==> config.mk <==
export PLATFORM = sky130hd
export DESIGN_NAME = icache_refill_fsm
export DESIGN_NICKNAME = d
export VERILOG_FILES = /design/src/rtl/icache_refill_fsm.sv
export SDC_FILE = /design/constraint.sdc
export NUM_CORES = 1
export LEC_CHECK = 0
export CAP_MARGIN = 20
export CORE_MARGIN = 2
export CORE_UTILIZATION = 31
export DETAILED_ROUTE_END_ITERATION = 10
export HOLD_SLACK_MARGIN = 0.12
export PLACE_DENSITY_LB_ADDON = 0.2
export SYNTH_ARGS = -nofsm -noshare
export SYNTH_HDL_FRONTEND = slang
export SYNTH_SLANG_ARGS = --single-unit
==> constraint.sdc <==
create_clock -name clock -period 2.25 [get_ports clock]
set_input_delay 0.45 -clock clock [delete_from_list [all_inputs] [get_ports clock]]
set_output_delay 0.45 -clock clock [all_outputs]
set_load 0.005 [all_outputs]
==> src/rtl/icache_refill_fsm.sv <==
// icache_refill_fsm: icache miss handler that picks a victim way, fetches the line and fills it
module icache_refill_fsm #(
  parameter int ADDR_WIDTH = 32,
  parameter int LINE_BYTES = 16,
  parameter int NUM_SET    = 4,
  parameter int NUM_WAYS   = 4,
  localparam int OFFSET_BITS = $clog2(LINE_BYTES),
  localparam int SET_BITS    = $clog2(NUM_SET),
  localparam int WAY_BITS    = $clog2(NUM_WAYS),
  localparam int TAG_BITS    = ADDR_WIDTH - OFFSET_BITS - SET_BITS
) (
  input  logic                    clock,
  input  logic                    reset,
  input  logic                    miss_valid,
  input  logic [ADDR_WIDTH-1:0]   miss_addr,
  output logic                    miss_ready,
  input  logic [NUM_WAYS-1:0]     set_valid_mask,
  output logic                    victim_req,
  output logic [SET_BITS-1:0]     victim_set,
  input  logic [WAY_BITS-1:0]     victim_way,
  output logic                    mem_req_valid,
  output logic [ADDR_WIDTH-1:0]   mem_req_addr,
  input  logic                    mem_req_ready,
  input  logic                    mem_rsp_valid,
  input  logic [LINE_BYTES*8-1:0] mem_rsp_data,
  output logic                    fill_valid,
  output logic [SET_BITS-1:0]     fill_set,
  output logic [WAY_BITS-1:0]     fill_way,
  output logic [TAG_BITS-1:0]     fill_tag,
  output logic [LINE_BYTES*8-1:0] fill_data,
  output logic                    update_req,
  output logic [SET_BITS-1:0]     update_set,
  output logic [WAY_BITS-1:0]     update_way,
  output logic                    busy
);
  typedef enum logic [2:0] {IDLE, VICTIM, MEM_REQ, MEM_WAIT, FILL} state_t;
  state_t                  state;
  logic [ADDR_WIDTH-1:0]   addr;
  logic [WAY_BITS-1:0]     way;
  logic [LINE_BYTES*8-1:0] data;
  logic [WAY_BITS-1:0]     inv_way;
  logic [SET_BITS-1:0]     set;
  logic [TAG_BITS-1:0]     tag;
  assign set = addr[OFFSET_BITS+SET_BITS-1:OFFSET_BITS];
  assign tag = addr[ADDR_WIDTH-1:OFFSET_BITS+SET_BITS];
  // descending scan so the lowest-index invalid way wins
  always_comb begin
    inv_way = '0;
    for (int i = NUM_WAYS - 1; i >= 0; i--)
      inv_way = set_valid_mask[i] ? inv_way : WAY_BITS'(i);
  end
  always_ff @(posedge clock or negedge reset) begin
    if (!reset) begin
      state <= IDLE;
      addr  <= '0;
      way   <= '0;
      data  <= '0;
    end else begin
      case (state)
        IDLE: if (miss_valid) begin
          addr  <= miss_addr;
          state <= VICTIM;
        end
        VICTIM: begin
          way   <= &set_valid_mask ? victim_way : inv_way;
          state <= MEM_REQ;
        end
        MEM_REQ: if (mem_req_ready) state <= MEM_WAIT;
        MEM_WAIT: if (mem_rsp_valid) begin
          data  <= mem_rsp_data;
          state <= FILL;
        end
        default: state <= IDLE;
      endcase
    end
  end
  assign miss_ready    = state == IDLE;
  assign busy          = state != IDLE;
  assign victim_req    = state == VICTIM;
  assign victim_set    = victim_req ? set : '0;
  assign mem_req_valid = state == MEM_REQ;
  assign mem_req_addr  = mem_req_valid ? addr & ~ADDR_WIDTH'(LINE_BYTES - 1) : '0;
  assign fill_valid    = state == FILL;
  assign fill_set      = fill_valid ? set : '0;
  assign fill_way      = fill_valid ? way : '0;
  assign fill_tag      = fill_valid ? tag : '0;
  assign fill_data     = fill_valid ? data : '0;
  assign update_req    = fill_valid;
  assign update_set    = fill_set;
  assign update_way    = fill_way;
endmodule

==> results.toml, run 1 <==
[setup_path]
cp-end-kind = "primary output"
critical_path_depth = 6
r2r_slack_ps = 290
crit_top_cell = "buf_4"
crit_family = "buffers and inverters"
critPathMaxStageDelay_ps = 490
regToRegEndpoint = "addr[11]"
reg2reg_depth = 6
worstPathRequired_ps = 1800
path_max_fanout = 15
r2r-start = "state[0]"
worstSetupPathType = "reg2out"
critPathArrivalTime_ps = 2100
path_buf_inv = 4
startpoint_type = "register"
cp_slowest_cell = "clkdlybuf4s50_1"
cp_cell_sequence = "buf_4, nor3b_4, buf_4, buf_12, and2_4, clkdlybuf4s50_1"

[logic_synthesis]
syn_inst = 577
synth_warnings = 0
synth_seq_area_share_pct = 53.8
ys_seq_elements = 161
synthesis.area_mm2 = 0.00748
ys_types = 29
avgSynthCellArea_um2 = 13.0

[min_path]
min_from = "data[15]"
holdCritPathClass = "reg2reg"
min_path_cells = 1
holdPathEnd = "data[15]"

[cells_and_area]
final_util_pct = 53.5
layout_commonest_cell = "clkdlybuf4s50_1"
nets = 1119
multi_input_area_mm2 = 0.00319
final_area_mm2 = 0.0126
drive_above_1_share_pct = 26.2
syn_to_final_growth_pct = 68.8
mostFrequentLayoutCells = "clkdlybuf4s50_1 (193), and2_1 (184), dfrtp_1 (161)"
fillers = 2095
seq_area_mm2 = 0.00403
diodes = 0

[timing]
layout_setup_ws_ps = -298
rsz0062_at_grt = "true"
fmax_mhz = 392
period_needed_ps = 2550
hold_viol = 0
fin_hold_ws_ps = 495
timing.final.crit_share_pct = 113
finalSetupViolations = 36
fin_skew_ps = 10.2
slew_viol_final = 0

[global_route]
grt_pass1_wl_mm = 32.8
grt_max_degree = 53
antenna_found_initial = 0
grt-ovfl-total = 0
grt_pass1_vias = 5746
track_usage_pct = 16.5

[placed_design]
placedInstanceArea_mm2 = 0.0116
pre_cts_ws_ps = 110
gp_congestion = 0.774
dp_hpwl_mm = 15.5
io_buffers = 364

[routing]
drt-initial-drc-count = 179
viasPerCell = 4.37
dr.pass1.iters = 4
route.detailed.drc = 0
num_vias = 5591
routed_wl_mm = 21.5
route.detailed.wl_per_inst_um = 16.8
postRouteAntennaNets = 0

[clock_network]
numCtsBuffers = 17
clock-sinks = 161
clk_path_buf_depth = 2
h-tree-depth = 4
cts-root-buf = "clkbuf_16"
worstSkewPairLatency_ps = 420
clk_pin_slew_ps = 70
tritoncts = "done"

[floorplan]
die-area_mm2 = 0.0254
die_x_um = 159
coreArea_mm2 = 0.0236
fp.dieH_um = 159
initial_core_util_pct = 31.7
ios = 373
fp-row-count = 56

[power_and_ir_drop]
p_leak_uw = 0.00780
irDropWorstVdd_mv = 0.517
p_total_uw = 12300
p_per_area_mw_per_mm2 = 976

[flow_run]
max-cap-violations = 0

[status]
status = "complete, but fails checks"
violations = "negative setup slack"
## state kept, by name, summed over array words and instances, names as in the netlist
| signal | flops |
|---|---|
| data | 128 |
| addr | 28 |
| state | 3 |
| way | 2 |
## routing by layer
layer | up-vias | track usage [%] | part of all wire (%)
li1 | 2634 | - | -
met4 | 0 | 4.88 | 2.2
met2 | 190 | 28.0 | 51
met5 | - | 0 | 0
met1 | 2743 | 19.6 | 40
met3 | 24 | 6.17 | 6.9
## stage by stage
stage	cells	setup TNS (ps)
final	1280	-6660
after global routing	1280	-10380
after CTS	1273	-54910
after detailed placement	1240	0
after global placement	1240	0
after floorplan	580	0
## power by group
part	switching, uW	internal [uW]
clock	1310	1460
sequential	666	4370
combinational	1470	3050
total	3450	8880
## worst max-delay path by stage
stage	start	end	slack [ps]
2_1_floorplan	state[0]	fill_data[100]	380
6_report	state[0]	mem_req_addr[10]	-300
5_1_grt	state[0]	mem_req_addr[7]	-390
3_3_place_gp	state[0]	fill_data[9]	110
4_1_cts	state[0]	fill_data[71]	-350
3_5_place_dp	state[0]	mem_req_addr[10]	110
## timing repair
item,in CTS,in global routing
hold endpoints to repair,45,0
hold buffers,1,0
buffers inserted,0,3
gates resized for setup,28,187
pin swaps,0,2
endpoints found under the setup margin,198,198
cloned,0,4
## cells in the mapped netlist
cell type	number	area (um^2)
conb_1	1	3.75
nor3b_1	2	15.0
a31oi_1	1	6.26
dfrtp_1	161	4030
nand4b_1	1	8.76
nor2_1	1	3.75
inv_1	3	11.3
buf_2	12	60.1
o21bai_1	1	7.51
mux2_4	20	300
and2_4	1	8.76
mux2_2	136	1530
or3_4	1	11.3
buf_12	3	60.1
buf_4	10	75.1
clkbuf_1	21	78.8
o22ai_1	1	6.26
o2111ai_1	1	8.76
nand2_1	3	11.3
buf_6	1	11.3
mux2i_1	1	10.0
o22a_1	1	8.76
nand2b_1	1	6.26
buf_1	1	3.75
inv_2	1	3.75
a21boi_0	1	7.51
o21ai_0	1	5.00
nor3b_2	1	12.5
and2_1	188	1180
## area by class of cell
type / count / area share [%]
clock inverters: 13 / 0.931
repair buffers: 397 / 35.2
inverters: 4 / 0.119
multi-input cells: 367 / 25.3
well taps: 319 / 3.16
flip-flops and latches: 161 / 31.9
clock buffers: 19 / 3.43
## kinds of logic (layout without fill, tap and decap cells)
kind of cell | after synthesis | in the layout | share of synthesized area (%)
flip-flops | 161 | 161 | 53.8
buffers and inverters | 52 | 433 | 4.06
other | 1 | 4 | 0.0501
AO/OA/AOI/OAI | 7 | 7 | 0.669
AND/OR/NAND/NOR | 199 | 199 | 16.8
multiplexers | 157 | 157 | 24.6
Note: power is estimated with default switching activity, not from simulation.
==> run 2: changes to the inputs <==
--- a/config.mk
+++ b/config.mk
@@ -5,6 +5,7 @@
 export SDC_FILE = /design/constraint.sdc
 export NUM_CORES = 1
 export LEC_CHECK = 0
+export ABC_CLOCK_PERIOD_IN_PS = 2250
 export CAP_MARGIN = 20
 export CORE_MARGIN = 2
 export CORE_UTILIZATION = 31
==> results of run 2 <==
Final layout, timing and power as in run 1 (identical DEF).
